<file path="src/rtl/jts16_gfx_rom_if.sv">
// Bus bundle for jts16_gfx_rom: video-layer read slots, SDRAM read port and status dump.
// The master side is the environment (video layers + SDRAM controller); the slave side is the ROM responder.
interface jts16_gfx_rom_if;
  logic [12:0] char_addr;
  logic        char_ok;
  logic [31:0] char_data;

  logic [16:0] scr1_addr;
  logic        scr1_ok;
  logic [31:0] scr1_data;
  logic [16:0] scr2_addr;
  logic        scr2_ok;
  logic [31:0] scr2_data;

  logic        obj_cs;
  logic [19:0] obj_addr;
  logic        obj_ok;
  logic [15:0] obj_data;

  logic        sdram_req;
  logic [21:0] sdram_addr;
  logic        sdram_ack;
  logic        sdram_rdy;
  logic [31:0] sdram_din;

  logic [7:0]  st_addr;
  logic [7:0]  st_dout;

  modport master (
    output char_addr, scr1_addr, scr2_addr, obj_cs, obj_addr,
    output sdram_ack, sdram_rdy, sdram_din, st_addr,
    input  char_ok, char_data, scr1_ok, scr1_data, scr2_ok, scr2_data,
    input  obj_ok, obj_data, sdram_req, sdram_addr, st_dout
  );

  modport slave (
    input  char_addr, scr1_addr, scr2_addr, obj_cs, obj_addr,
    input  sdram_ack, sdram_rdy, sdram_din, st_addr,
    output char_ok, char_data, scr1_ok, scr1_data, scr2_ok, scr2_data,
    output obj_ok, obj_data, sdram_req, sdram_addr, st_dout
  );
endinterface

</file>
<file path="src/rtl/jts16_gfx_rom.sv">
// System 16 graphics ROM responder: four cached read slots served round-robin from one SDRAM port.
// Optional per-slot fetch counters on st_dout when JTS16_ROMSTAT_EN is defined.
module jts16_gfx_rom #(
  parameter logic [21:0] CHAR_OFFSET = 22'h00_0000,
  parameter logic [21:0] SCR_OFFSET  = 22'h01_0000,
  parameter logic [21:0] OBJ_OFFSET  = 22'h10_0000
) (
  input logic              clk,
  input logic              rst,
  jts16_gfx_rom_if.slave   bus
);
  localparam int NSLOT = 4;  // 0 char, 1 scr1, 2 scr2, 3 obj

  typedef enum logic [1:0] {IDLE, REQ, WAIT} state_t;

  state_t      state;
  logic [19:0] cur_addr  [NSLOT];
  logic [21:0] map_addr  [NSLOT];
  logic [19:0] last_addr [NSLOT];
  logic [31:0] data      [NSLOT];
  logic [NSLOT-1:0] en, match, pending, valid;
  logic [1:0]  last_slot, sel, pick, idx;
  logic        pick_ok;
  logic [19:0] sel_addr;
  logic        req_q;
  logic [21:0] addr_q;

  // Slot addresses zero-extended to a common width so one comparator shape fits all slots.
  always_comb begin
    cur_addr[0] = {7'd0, bus.char_addr};
    cur_addr[1] = {3'd0, bus.scr1_addr};
    cur_addr[2] = {3'd0, bus.scr2_addr};
    cur_addr[3] = bus.obj_addr;
    map_addr[0] = CHAR_OFFSET + {8'd0, bus.char_addr, 1'b0};
    map_addr[1] = SCR_OFFSET  + {4'd0, bus.scr1_addr, 1'b0};
    map_addr[2] = SCR_OFFSET  + {4'd0, bus.scr2_addr, 1'b0};
    map_addr[3] = OBJ_OFFSET  + {2'd0, bus.obj_addr};
    en          = {bus.obj_cs, 3'b111};
  end

  always_comb begin
    for (int i = 0; i < NSLOT; i++) begin
      match[i]   = valid[i] && (cur_addr[i] == last_addr[i]);
      pending[i] = en[i] && !match[i];
    end
  end

  // Scan downward so the slot nearest after last_slot wins; k=NSLOT wraps back to last_slot itself.
  // NOTE: every always_comb output gets a default first, otherwise a path that skips it infers a latch.
  always_comb begin
    pick    = last_slot;
    pick_ok = 1'b0;
    idx     = last_slot;
    for (int k = NSLOT; k >= 1; k--) begin
      idx = last_slot + 2'(k);
      if (pending[idx]) begin
        pick    = idx;
        pick_ok = 1'b1;
      end
    end
  end

  // NOTE: sequential state uses non-blocking assignments so every register samples pre-edge values.
  always_ff @(posedge clk) begin
    if (rst) begin
      state     <= IDLE;
      last_slot <= 2'd3;
      sel       <= 2'd0;
      sel_addr  <= '0;
      req_q     <= 1'b0;
      addr_q    <= '0;
      valid     <= '0;
      // NOTE: the slot store is only four entries and must read back 0 after reset, so it is reset like flops.
      for (int i = 0; i < NSLOT; i++) begin
        last_addr[i] <= '0;
        data[i]      <= '0;
      end
    end else begin
      case (state)
        IDLE: if (pick_ok) begin
          sel       <= pick;
          last_slot <= pick;
          sel_addr  <= cur_addr[pick];
          req_q     <= 1'b1;
          addr_q    <= map_addr[pick];
          state     <= REQ;
        end
        REQ: if (bus.sdram_ack) begin
          req_q <= 1'b0;
          state <= WAIT;
        end
        WAIT: if (bus.sdram_rdy) begin
          // Stored under the latched address even if the slot moved on meanwhile.
          data[sel]      <= bus.sdram_din;
          last_addr[sel] <= sel_addr;
          valid[sel]     <= 1'b1;
          state          <= IDLE;
        end
        default: state <= IDLE;
      endcase
    end
  end

  assign bus.sdram_req  = req_q;
  assign bus.sdram_addr = addr_q;
  assign bus.char_ok    = en[0] && match[0];
  assign bus.scr1_ok    = en[1] && match[1];
  assign bus.scr2_ok    = en[2] && match[2];
  assign bus.obj_ok     = en[3] && match[3];
  assign bus.char_data  = data[0];
  assign bus.scr1_data  = data[1];
  assign bus.scr2_data  = data[2];
  assign bus.obj_data   = data[3][15:0];

  logic unused_bits;

`ifdef JTS16_ROMSTAT_EN
  logic [7:0] fetch_cnt [NSLOT];
  logic [7:0] st_q;

  always_ff @(posedge clk) begin
    if (rst) begin
      st_q <= '0;
      for (int i = 0; i < NSLOT; i++) fetch_cnt[i] <= '0;
    end else begin
      if (state == WAIT && bus.sdram_rdy) fetch_cnt[sel] <= fetch_cnt[sel] + 8'd1;
      st_q <= fetch_cnt[bus.st_addr[1:0]];
    end
  end

  assign bus.st_dout = st_q;
  assign unused_bits = ^{data[3][31:16], bus.st_addr[7:2]};
`else
  assign bus.st_dout = 8'd0;
  assign unused_bits = ^{data[3][31:16], bus.st_addr};
`endif
endmodule
</file>
<file path="src/flat_wrapper.sv">
// flat-port wrapper written by rule: the top's interface ports become plain ports
module jts16_gfx_rom_flat 
#(
  parameter logic [21:0] CHAR_OFFSET = 22'h00_0000,
  parameter logic [21:0] SCR_OFFSET  = 22'h01_0000,
  parameter logic [21:0] OBJ_OFFSET  = 22'h10_0000
)
  (clk, rst, bus_char_addr, bus_scr1_addr, bus_scr2_addr, bus_obj_cs, bus_obj_addr, bus_sdram_ack, bus_sdram_rdy, bus_sdram_din, bus_st_addr, bus_char_ok, bus_char_data, bus_scr1_ok, bus_scr1_data, bus_scr2_ok, bus_scr2_data, bus_obj_ok, bus_obj_data, bus_sdram_req, bus_sdram_addr, bus_st_dout);
  jts16_gfx_rom_if bus_i ();
  input logic clk;
  input logic rst;
  input wire logic [$bits(bus_i.char_addr)-1:0] bus_char_addr;
  input wire logic [$bits(bus_i.scr1_addr)-1:0] bus_scr1_addr;
  input wire logic [$bits(bus_i.scr2_addr)-1:0] bus_scr2_addr;
  input wire logic [$bits(bus_i.obj_cs)-1:0] bus_obj_cs;
  input wire logic [$bits(bus_i.obj_addr)-1:0] bus_obj_addr;
  input wire logic [$bits(bus_i.sdram_ack)-1:0] bus_sdram_ack;
  input wire logic [$bits(bus_i.sdram_rdy)-1:0] bus_sdram_rdy;
  input wire logic [$bits(bus_i.sdram_din)-1:0] bus_sdram_din;
  input wire logic [$bits(bus_i.st_addr)-1:0] bus_st_addr;
  output wire logic [$bits(bus_i.char_ok)-1:0] bus_char_ok;
  output wire logic [$bits(bus_i.char_data)-1:0] bus_char_data;
  output wire logic [$bits(bus_i.scr1_ok)-1:0] bus_scr1_ok;
  output wire logic [$bits(bus_i.scr1_data)-1:0] bus_scr1_data;
  output wire logic [$bits(bus_i.scr2_ok)-1:0] bus_scr2_ok;
  output wire logic [$bits(bus_i.scr2_data)-1:0] bus_scr2_data;
  output wire logic [$bits(bus_i.obj_ok)-1:0] bus_obj_ok;
  output wire logic [$bits(bus_i.obj_data)-1:0] bus_obj_data;
  output wire logic [$bits(bus_i.sdram_req)-1:0] bus_sdram_req;
  output wire logic [$bits(bus_i.sdram_addr)-1:0] bus_sdram_addr;
  output wire logic [$bits(bus_i.st_dout)-1:0] bus_st_dout;
  assign bus_i.char_addr = bus_char_addr;
  assign bus_i.scr1_addr = bus_scr1_addr;
  assign bus_i.scr2_addr = bus_scr2_addr;
  assign bus_i.obj_cs = bus_obj_cs;
  assign bus_i.obj_addr = bus_obj_addr;
  assign bus_i.sdram_ack = bus_sdram_ack;
  assign bus_i.sdram_rdy = bus_sdram_rdy;
  assign bus_i.sdram_din = bus_sdram_din;
  assign bus_i.st_addr = bus_st_addr;
  assign bus_char_ok = bus_i.char_ok;
  assign bus_char_data = bus_i.char_data;
  assign bus_scr1_ok = bus_i.scr1_ok;
  assign bus_scr1_data = bus_i.scr1_data;
  assign bus_scr2_ok = bus_i.scr2_ok;
  assign bus_scr2_data = bus_i.scr2_data;
  assign bus_obj_ok = bus_i.obj_ok;
  assign bus_obj_data = bus_i.obj_data;
  assign bus_sdram_req = bus_i.sdram_req;
  assign bus_sdram_addr = bus_i.sdram_addr;
  assign bus_st_dout = bus_i.st_dout;
  jts16_gfx_rom #(.CHAR_OFFSET(CHAR_OFFSET), .SCR_OFFSET(SCR_OFFSET), .OBJ_OFFSET(OBJ_OFFSET)) u_core (.clk(clk), .rst(rst), .bus(bus_i));
endmodule
</file>
<file path="config.mk">
export PLATFORM = sky130hd
export DESIGN_NAME = jts16_gfx_rom_flat
export DESIGN_NICKNAME = d
export VERILOG_FILES = /design/src/rtl/jts16_gfx_rom_if.sv /design/src/rtl/jts16_gfx_rom.sv /design/src/flat_wrapper.sv
export SDC_FILE = /design/constraint.sdc
export NUM_CORES = 1
export LEC_CHECK = 0
export CAP_MARGIN = 20
export CELL_PAD_IN_SITES_DETAIL_PLACEMENT = 1
export CELL_PAD_IN_SITES_GLOBAL_PLACEMENT = 1
export CORE_MARGIN = 2
export CORE_UTILIZATION = 43
export CTS_BUF_LIST = sky130_fd_sc_hd__clkbuf_16
export DETAILED_ROUTE_END_ITERATION = 7
export PLACE_DENSITY = 0.84
export SLEW_MARGIN = 40
export SYNTH_ARGS = -nofsm -noshare
export SYNTH_HDL_FRONTEND = slang
export SYNTH_SLANG_ARGS = --single-unit
</file>
<file path="constraint.sdc">
create_clock -name clk -period 9.27 [get_ports clk]
set_input_delay 1.3905 -clock clk [delete_from_list [all_inputs] [get_ports clk]]
set_output_delay 1.3905 -clock clk [all_outputs]
set_load 0.1 [all_outputs]
</file>
# Word level (Yosys, flattened, before mapping)
# Memories as Yosys holds them, arrays and structs flattened.
# Index checks and enable logic that the tools add are counted.
# classes
add_sub_neg,6
magnitude_cmp,7
n_eq_ne,9
muxes,42
bitwise_logic,2
reduce_logical,19
# op_table
cell,n
$mux 20,3
$bmux 22 s2,1
$mux 22,2
$bmux 20 s2,1
$eq 17x20->1,2
$add 17x18->19 const A,2
$mux 32,1
$reduce_or 32->1,1
$add 21x20->22 const A,1
$eq 13x20->1,1
$eq 20x20->1,1
$reduce_or 20->1,1
$mux 1,19
$mux 2,8
$lt 2x3->1 const B,5
$bmux 1 s2,4
$logic_and 1x1->1,7
$pmux 2 s3,1
$reduce_and 3->1,2
$add 2x2->2 const B,2
$logic_not 1->1,4
$ne 2x2->1 const B,2
$or 4x4->4,1
$reduce_and 2->1,2
11 further kinds,11
# totals
reg_bits,53
ram_bits,208
input_bits,112
out_inout_bits,147
word_cells,94
memories,2
# memory_table
name,depth,word_bits,read_ports,rd_clocked_by_memory_dff,wr,line,source
u_core.data,4,32,4,0,4,jts16_gfx_rom.sv:20,logic [31:0] data [NSLOT];
u_core.last_addr,4,20,4,0,4,jts16_gfx_rom.sv:19,logic [19:0] last_addr [NSLOT];

# Depth between registers and ports, before layout
# Gate-level depths: netlist of the first run.
# An unclocked memory read counts as a cell.
# depth
depth_word,14
ltp_mapped,10
depth_no_buf,8

# Worst setup path after synthesis of the first run
# OpenSTA, ideal clock, no wires.
# synth_timing
kind,input to output
start,in bus_obj_addr[14]
end,out bus_obj_ok
t_arrival_ns,3.655
t_required_ns,7.879
path_slack_ns,4.224
cell_stages,5
n_path_buf,0
path_cell_list,xor2_1 > or4_1 > nor4_1 > nand4_1 > nor2_1
# synth_between
elab_chain_cells,3
# synth_lines
item,line,source
"start, declared",flat_wrapper.sv:16,input wire logic [$bits(bus_i.obj_addr)-1:0] bus_obj_addr;
$eq 20x20->1,jts16_gfx_rom.sv:43,match[i] = valid[i] && (cur_addr[i] == last_addr[i]);
$logic_and 1x1->1,jts16_gfx_rom.sv:43,
$logic_and 1x1->1,jts16_gfx_rom.sv:109,assign bus.obj_ok = en[3] && match[3];
"end, declared",flat_wrapper.sv:27,output wire logic [$bits(bus_i.obj_ok)-1:0] bus_obj_ok;
# Every way passes these cells.

# Worst setup path in the final report of the first run
# layout_timing
start,in bus_scr1_addr[13]
end,out bus_scr1_ok
# layout_between
elab_chain_cells,2
# layout_lines
item,line,source
"start, declared",flat_wrapper.sv:13,input wire logic [$bits(bus_i.scr1_addr)-1:0] bus_scr1_addr;
$eq 17x20->1,jts16_gfx_rom.sv:43,
$logic_and 1x1->1,jts16_gfx_rom.sv:43,
"end, declared",flat_wrapper.sv:23,output wire logic [$bits(bus_i.scr1_ok)-1:0] bus_scr1_ok;
# Every way passes these cells.

==> results.md, run 1 <==
- Status: finished, final reports clean
- Worst-case reg-to-reg path depth: 9
- Core Rows: 58
- Max clock buf depth: 3
- Number of remaining DRC errors: 0
- Die W: about 160 um
- Seq/Total Area, Yosys: 0.625
- Pins Over Slew Limit: 0
- Avg Vias per Cell: 5.46
- Design area: around 14000 sq um
- Worst path cell trace: clkdlybuf4s50_1, xnor2_1, nand2_1, or4b_1, nor4_4, buf_2
- Power Density: 204 nW/um^2
- CTS resizes: 0
- Max-Slew Margin vs Limit: 0.432
- CP bufs+invs: 2
- Post-CTS setup buffer count: 0
- Synthesis-to-finish area growth: 25.8%
- 1st-iter DRT viols: between 500 and 600
- Synth cell types: 68
- Peak VDD IR: 0.000152 V
- Number of inserted diodes: 0
- Worst reg-to-reg setup slack: roughly 5200 ps
- Worst path required time: 7880 ps
- Gr ovfl total: 0
- DRT Wirelength: ~34000 um
- Nets: between 1k and 1.5k
- Critical Path Slowest Stage Cell: or4b_1
- Critical path fanouts, max: 3
- GRT Total Usage: 0.253
- Max cap viols: 0
- Non-filler cells, final: 1453
- CP Launch Type: input pin
- Final period utilization: 0.570
- Die ar.: about 27000 sq um
- I/O Buffers: ~240
- Core area: between 20000 and 25000 sq um
- Share of cells above drive strength 1: 0.199
- CTS tree: yes
- Clock sinks: between 200 and 250
- Synth warnings: 0
- Total CTS buffers: 26
- Hold crit path type: register to register
- First-pass GRT wire length: ~50000 um
- Post-Syn Instances: 864
- Fillers: about 2.6k
- Critical Path Sink Type: primary output
- Leak: 5.34 nW
- Final WS setup: 3980 ps
- WP data arrival: 3900 ps
- Reg2reg end: u_core.sel_addr[18]
- EDFF count, synth: between 150 and 200
- Hold Crit Depth: 1
- Tmin final: 5290 ps
- Fmax achieved: 0.189 GHz
- Initial core utilization: 0.435
- Skew final: about 12 ps
- Placed instance area: 12900 sq um
- Largest net degree at the start of global routing: between 50 and 60
- RSZ-0062 raised after global routing: false
- Hold_sp: u_core.valid[1]
- Post-DP HPWL: 23000 um
- Ys async rst share: 0
- Syn Area/Cell: 12.6 sq um
- Antenna violations before repair: 0
- Total negative slack: 0 ps
- I/O pin cnt: 259
- # H-tree levels: 1
- Dominant delay contributor by cell family on the critical path: simple AND/OR/NAND/NOR gates
- Clock-pin slew on the worst setup and hold paths: ~60 ps
- Die Span Y: 163 um
- Reg-to-Reg Start: u_core.last_addr[0][14]
- Routability Congestion: 0.832
- WS Path Type: input pin to primary output
- Clk_lat worst skew: 540 ps
- TritonRoute pass-1 iters: 4
- Fin. Hold Viols: 0
- Hold Buf Count CTS: 0
- Antenna Nets Post-Route: 0
- Most used DFF post-synth: edfxtp_1
- Finish-stage setup viols: 0
- Post-place setup slack: a little over 4000 ps
- Placed cells: 1405
- Clk root buf: clkbuf_16
- Via count: 7931
- Slowest cell delay on critical path: 580 ps
- Worst-margin pin slew: 850 ps
- DR WL/cell: 23.1 um
- Register bit total from synthesis: roughly 240
- Worst Hold End: u_core.valid[1]
- Vias in the first global route: 8518
- Area of the mapped netlist: 10900 sq um
-- synthesized netlist by cell type, types with 3 or more instances --
cell type / count / area, sq um
nand2_1: 34 / 128
or2_2: 3 / 18.8
inv_1: 5 / 18.8
nor4_1: 6 / 37.5
nand4_1: 22 / 138
edfxtp_1: 192 / 5770
nor3_1: 8 / 40.0
a21o_1: 9 / 67.6
o21ai_1: 3 / 15.0
buf_2: 11 / 55.1
a21oi_1: 25 / 125
xor2_1: 14 / 123
clkbuf_1: 23 / 86.3
and2_1: 194 / 1210
o21ai_0: 41 / 205
nor4b_1: 7 / 61.3
and3_1: 11 / 68.8
nand3b_1: 4 / 30.0
nand3_1: 12 / 60.1
a32oi_1: 5 / 43.8
nor2_1: 18 / 67.6
dfxtp_1: 51 / 1020
a31oi_1: 7 / 43.8
xnor2_1: 55 / 482
mux2i_1: 10 / 100
o211ai_1: 21 / 158
a21boi_0: 11 / 82.6
buf_4: 13 / 97.6
-- worst register-to-register path, delay by kind of cell, from the launching register on --
kind	cells	cell delay [ps]
and+or+nand+nor	5	2340
DFF	1	390
buffers and inverters	1	340
AOI/OAI and AO/OA	3	850
-- registers in the layout, summed over array words and instances (netlist names) --
register,flops
u_core.data,112
u_core.last_addr,80
u_core.valid,4
u_core.bus.sdram_addr,21
u_core.bus.sdram_req,1
u_core.sel_addr,19
u_core.last_slot,2
u_core.state,2
u_core.sel,2
-- placed cells by master (no fill, tap or decap), types with 16 or more instances in the layout --
cell | Yosys | routed
buf_2 | 11 | 138
a21oi_1 | 25 | 25
xnor2_1 | 55 | 55
o21ai_0 | 41 | 40
clkdlybuf4s50_1 | 0 | 103
nor2_1 | 18 | 16
nand2_1 | 34 | 34
o211ai_1 | 21 | 21
clkbuf_16 | 0 | 26
dfxtp_1 | 51 | 51
nand4_1 | 22 | 22
edfxtp_1 | 192 | 192
and2_1 | 194 | 194
-- layer usage --
metal | routed length (um) | global-route usage
met1 | 13000 | 0.302
met2 | 16600 | 0.434
met3 | 2810 | 0.0672
met4 | 1240 | 0.105
met5 | 0 | 0
-- how the worst max path moves through the flow --
| stage | startpoint | to | slack, ps | depth (start not counted) |
|---|---|---|---|---|
| final | bus_scr1_addr[13] | bus_scr1_ok | 3980 | 6 |
| after global routing | bus_obj_addr[1] | bus_obj_ok | 3940 | 7 |
| after CTS | bus_scr1_addr[13] | bus_scr1_ok | 4000 | 6 |
| after detailed placement | bus_scr1_addr[13] | bus_scr1_ok | 4020 | 6 |
| after global placement | bus_scr1_addr[13] | bus_scr1_ok | 3360 | 6 |
| after floorplan | bus_obj_addr[14] | bus_obj_ok | 4220 | 5 |
-- cells by family (layout without fill, tap and decap cells) --
kind of cell	after synthesis	in the layout	share of synthesized area
fa+ha+maj	2	2	0.00230
xor+xnor	69	69	0.0556
mux	11	11	0.0106
other cells	1	9	0.000345
buf+inv	56	307	0.0266
simple gates	335	335	0.188
flops	243	243	0.625
compound gates	147	147	0.0918
-- stage by stage --
stage                      util  total power [W]  hold slack, ps
final                     0.547          0.00278             442
after global routing      0.547          0.00287             472
after CTS                 0.547          0.00279             449
after detailed placement  0.516          0.00186             435
after global placement    0.544          0.00188             426
after floorplan               -          0.00170             418
-- power breakdown --
part | total (W) | switching [W] | internal [W]
clock network | 0.000941 | 0.000430 | 0.000511
logic | 0.000564 | 0.000432 | 0.000132
registers | 0.00128 | 0.0000450 | 0.00123
-- area by class of cell --
| class | count | area [sq um] | share of cell area |
|---|---|---|---|
| Sequential cell | 243 | 6790 | 0.497 |
| Multi-Input combinational cell | 573 | 3860 | 0.282 |
| Timing Repair Buffer | 254 | 1820 | 0.133 |
| Clock buffer | 26 | 651 | 0.0476 |
| Tap cell | 330 | 413 | 0.0302 |
| Clock inverter | 22 | 113 | 0.00824 |
| Inverter | 5 | 18.8 | 0.00137 |
No activity file was read; power rests on OpenSTA's default activity.
==> run 2, diff against run 1 <==
--- a/config.mk
+++ b/config.mk
@@ -9,10 +9,10 @@
 export CELL_PAD_IN_SITES_DETAIL_PLACEMENT = 1
 export CELL_PAD_IN_SITES_GLOBAL_PLACEMENT = 1
 export CORE_MARGIN = 2
-export CORE_UTILIZATION = 43
+export CORE_UTILIZATION = 36
 export CTS_BUF_LIST = sky130_fd_sc_hd__clkbuf_16
 export DETAILED_ROUTE_END_ITERATION = 7
-export PLACE_DENSITY = 0.84
+export PLACE_DENSITY = 0.75
 export SLEW_MARGIN = 40
 export SYNTH_ARGS = -nofsm -noshare
 export SYNTH_HDL_FRONTEND = slang
==> constraint.sdc (replaced) <==
create_clock -name clk -period 4.61 [get_ports clk]
set_input_delay 0.6915 -clock clk [delete_from_list [all_inputs] [get_ports clk]]
set_output_delay 0.6915 -clock clk [all_outputs]
set_load 0.1 [all_outputs]
==> run 2 against run 1 <==
Power rose by 120%. Critical path depth fell by 1. Die area rose by 19%. Worst setup slack got worse by 3100 ps. Register-to-register slack got worse by 4400 ps.
==> results.md, run 2 (synthesized netlist as in run 1, its figures left out) <==
- Status: finished, final reports clean
- Gr ovfl total: 0
- Max cap viols: 0
- Hold Buf Count CTS: 0
- TritonRoute pass-1 iters: 5
- Die W: around 180 um
- Pins Over Slew Limit: 0
- First-pass GRT wire length: 51400 um
- Synthesis-to-finish area growth: 30.0%
- Most common cell after layout, fill and taps aside: and2_1
- Worst-margin pin slew: between 800 and 900 ps
- CTS tree: yes
- CP Launch Type: register
- Tmin final: ~3800 ps
- Share of cells above drive strength 1: 0.209
- Clk root buf: clkbuf_16
- Total negative slack: 0 ps
- Total CTS buffers: 29
- Worst path cell trace: nor4b_1, nand2_1, or4b_2, nor2_1, buf_4
- Post-DP HPWL: approximately 25000 um
- Max clock buf depth: 3
- GRT Total Usage: 0.218
- Hold crit path type: register to register
- Slowest cell delay on critical path: 770 ps
- CTS resizes: 0
- Most flop-heavy register: u_core.data
- Antenna violations before repair: 2
- Largest net degree at the start of global routing: 54
- Core Rows: 63
- Die ar.: about 32000 sq um
- RSZ-0062 raised after global routing: false
- Peak VDD IR: 0.000384 V
- Critical Path Slowest Stage Cell: or4b_2
- Vias in the first global route: about 8.5k
- Fin. Hold Viols: 0
- I/O Buffers: 241
- Combinational power share: 0.189
- Critical path fanouts, max: 2
- Leak: 5.50 nW
- Clk_lat worst skew: 550 ps
- DR WL/cell: approximately 23 um
- Clock sinks: 243
- Initial core utilization: 0.366
- Via count: 7960
- Placed instance area: between 10000 and 15000 sq um
- I/O pin cnt: 259
- Final period utilization: 0.816
- Avg Vias per Cell: around 5.2
- Routability Congestion: 0.856
- Post-CTS setup buffer count: 0
- Finish-stage setup viols: 0
- Antenna Nets Post-Route: 0
- Max reg flops: 112
- Fmax achieved: ~0.27 GHz
- WP data arrival: between 3000 and 4000 ps
- Power Density: 433 nW/um^2
- Max-Slew Margin vs Limit: 0.458
- Core area: between 20000 and 30000 sq um
- Clock-pin slew on the worst setup and hold paths: 60 ps
- Internal cell power: 0.00424 W
- WS Path Type: register to primary output
- # H-tree levels: 1
- Number of remaining DRC errors: 0
- DRT Wirelength: 34800 um
- Total chip power: 0.00612 W
- Sequential group share of total power: 0.421
- Nets: 1230
- Switching Share: 0.307
- Critical Path Sink Type: primary output
- Design area: 14100 sq um
- Skew final: 10.1 ps
- Most frequent cells in the layout: 194 x and2_1, 192 x edfxtp_1, 134 x buf_2, 103 x clkdlybuf4s50_1, 55 x xnor2_1
- Worst path required time: 3920 ps
- 1st-iter DRT viols: 515
- Sw power: 0.00188 W
- Die Span Y: approximately 180 um
- Clock Power Share: 0.390
run 2: cell types whose count changed in the layout (fill, tap and decap cells not counted), sizes merged:
cell / before / now
clkinvlp: 1 / 0
buf: 151 / 161
clkbuf: 26 / 29
clkinv: 9 / 14
bufinv: 0 / 6
inv: 17 / 9
diode: 0 / 1
run 2: layer usage:
layer  up-vias  GRT usage  part of all wire
li1       3633          -                 -
met1      3987      0.268              0.41
met2       282      0.370              0.49
met3        54     0.0638             0.078
met4         4     0.0683             0.024
met5         -          0           0.00086
run 2: cell type report:
class                      count  area [sq um]
inverter                       5          18.8
timing repair buffer         264          1980
multi-input combinational    573          3860
clock buffer                  29           726
clock inverter                24           263
antenna                        1          2.50
tap                          390           488
sequential                   243          6790
fill                        3154         15500
run 2: power by group through the flow:
| stage | Sequential (W) | Clock (W) | Combinational [W] |
|---|---|---|---|
| after floorplan | 0.00306 | 0 | 0.000349 |
| after global placement | 0.00261 | 0 | 0.00120 |
| after detailed placement | 0.00262 | 0 | 0.00115 |
| after CTS | 0.00257 | 0.00243 | 0.00116 |
| after global routing | 0.00259 | 0.00251 | 0.00121 |
| final | 0.00257 | 0.00239 | 0.00116 |
run 2: critical path: cells and delay by family, from the launching register on:
family	cells	cell delay, ps
buf+inv	1	330
flops	1	370
simple gates	4	1830
run 2: worst paths after layout:
check / slack, ps / startpoint / depth (start not counted) / end
max: 850 / u_core.last_addr[2][19] / 5 / bus_scr2_ok
min: 450 / u_core.valid[0] / 1 / u_core.valid[0]
max reg2reg: 880 / u_core.last_addr[0][14] / 8 / u_core.bus.sdram_addr[13]
min reg2reg: 450 / u_core.valid[0] / 1 / u_core.valid[0]
run 2: per-stage QoR:
stage / util / cells / setup WS [ps] / hold slack [ps]
2_1_floorplan: - / 872 / 680 / 418
3_3_place_gp: 0.464 / 1473 / 578 / 424
3_5_place_dp: 0.443 / 1475 / 481 / 434
4_1_cts: 0.476 / 1528 / 830 / 450
5_1_grt: 0.476 / 1528 / 704 / 472
6_report: 0.476 / 1529 / 848 / 448
==> run 3, diff against run 2 <==
==> constraint.sdc (replaced) <==
create_clock -name clk -period 3.1 [get_ports clk]
set_input_delay 0.465 -clock clk [delete_from_list [all_inputs] [get_ports clk]]
set_output_delay 0.465 -clock clk [all_outputs]
set_load 0.1 [all_outputs]
==> run 3 against run 2 <==
Final cell count increased by 6.1%. Critical path depth increased by 3. Design area increased by 8.8%. Non-clock buffer count increased by 98. Clock power increased by 36%. Global-route usage increased by 0.64 points. Combinational power increased by 70%. Wire length increased by 2.9%. Worst hold slack improved by 1.3 ps. Sequential share of layout area decreased by 3.9 points. Worst setup slack got worse by 770 ps. Flip-flop and latch count unchanged.
==> results.md, run 3 (synthesized netlist as in run 1, its figures left out) <==
- Status: finished, final reports clean
- Synthesis-to-finish area growth: 41.5%
- # H-tree levels: 1
- Most common cell after layout, fill and taps aside: buf_4
- CP most frequent cell: buf_6
- Clk root buf: clkbuf_16
- Post-DP HPWL: 25500 um
- Core Rows: 63
- Sequential group share of total power: 0.423
- Hold Buf Count CTS: 0
- Internal cell power: approximately 0.0062 W
- Switching Share: 0.312
- Max-Slew Margin vs Limit: 0.585
- Total CTS buffers: 27
- Critical path fanouts, max: 2
- Antenna violations before repair: 1
- CP bufs+invs: 5
- Peak VDD IR: 0.000322 V
- Final period utilization: 0.975
- Clock Power Share: 0.359
- Leak: 6.07 nW
- Routability Congestion: 0.860
- Total chip power: roughly 0.0091 W
- Die W: between 150 and 200 um
- Pins Over Slew Limit: 0
- Critical Path Slowest Stage Cell: or4b_4
- Max cap viols: 0
- RSZ-0062 raised after global routing: true
- DRT Wirelength: roughly 36000 um
- Clk_lat worst skew: 550 ps
- WS Path Type: register to primary output
- Number of inserted diodes: 0
- Number of remaining DRC errors: 0
- Worst-margin pin slew: 623 ps
- Combinational power share: 0.218
- I/O Buffers: 241
- Slowest cell delay on critical path: 500 ps
- Most frequent cells in the layout: 239 x buf_4, 194 x and2_1, 192 x edfxtp_1, 103 x clkdlybuf4s50_1, 55 x xnor2_1
- CP Launch Type: register
- Largest net degree at the start of global routing: 54
- GRT Total Usage: 0.225
- Core area: 29600 sq um
- Worst path required time: 2630 ps
- Dominant delay contributor by cell family on the critical path: simple AND/OR/NAND/NOR gates
- Total negative slack: 0 ps
- Fin. Hold Viols: 0
- CTS tree: yes
- WP data arrival: 2560 ps
- Vias in the first global route: 8760
- Antenna Nets Post-Route: 0
- Clock-pin slew on the worst setup and hold paths: 60 ps
- Initial core utilization: 0.366
- Max clock buf depth: 3
- First-pass GRT wire length: 53300 um
- Final WS setup: 78.0 ps
- Max reg flops: 112
- Tmin final: 3020 ps
- Finish-stage setup viols: 0
- Clock sinks: 243
- 1st-iter DRT viols: between 500 and 600
- Avg Vias per Cell: 5.10
- Die Span Y: ~180 um
- Via count: 8270
- Critical Path Sink Type: primary output
- Hold crit path type: register to register
- TritonRoute pass-1 iters: 4
- Post-place setup slack: -541 ps
- Most flop-heavy register: u_core.data
- Sw power: around 0.0028 W
- Power Density: 590 nW/um^2
- I/O pin cnt: 259
- Fmax achieved: roughly 0.33 GHz
- Worst path cell trace: nor4b_4, buf_4, nand4_1, buf_6, or4b_4, buf_6, inv_4, buf_12
- Die ar.: 31600 sq um
- Share of cells above drive strength 1: 0.281
- Skew final: 17.8 ps
- Fillers: 3115
- Nets: between 1k and 1.5k
- Worst reg-to-reg setup slack: 100 ps
- DR WL/cell: 22.1 um
- Gr ovfl total: 0
-- run 3: per-layer routing --
| layer | track usage | routed length (um) |
|---|---|---|
| met3 | 0.0589 | 2590 |
| met5 | 0 | 7 |
| met4 | 0.0581 | 777 |
| met1 | 0.285 | 14700 |
| met2 | 0.380 | 17700 |
-- run 3: worst paths after layout --
kind | from | end | cells past startpoint
worst min register to register | u_core.valid[2] | u_core.valid[2] | 1
worst max-delay path | u_core.last_addr[0][18] | bus_char_ok | 8
worst min-delay path | u_core.valid[2] | u_core.valid[2] | 1
worst max register to register | u_core.last_addr[0][18] | u_core.bus.sdram_addr[4] | 13
-- run 3: area by class of cell --
class	instances	area, sq um	area share
clock inverter	23	223	0.0145
multi-input combinational	573	3960	0.258
clock buffer	27	676	0.0440
timing repair buffer	362	3210	0.209
inverter	5	21.3	0.00138
sequential	243	6790	0.442
tap	390	488	0.0318
-- run 3: repair_timing --
action	4_1_cts	5_1_grt
endpoints found under the hold margin	0	0
endpoints found under the setup margin	47	36
setup buffers	1	1
pin swaps	1	8
gates resized for setup	9	14
-- run 3: stage by stage --
stage / hold WS, ps / utilization / instances / cell area (sq um)
2_1_floorplan: 418 / - / 872 / 10900
3_3_place_gp: 426 / 0.484 / 1571 / 14300
3_5_place_dp: 437 / 0.484 / 1571 / 14400
4_1_cts: 451 / 0.516 / 1622 / 15300
5_1_grt: 481 / 0.518 / 1623 / 15400
6_report: 449 / 0.518 / 1623 / 15400
-- run 3: power groups by stage --
stage                     logic [W]  clock network, W  registers [W]
final                       0.00197           0.00325        0.00383
after global routing        0.00206           0.00343        0.00385
after CTS                   0.00197           0.00331        0.00383
after detailed placement    0.00196                 0        0.00390
after global placement      0.00193                 0        0.00389
after floorplan            0.000533                 0        0.00455
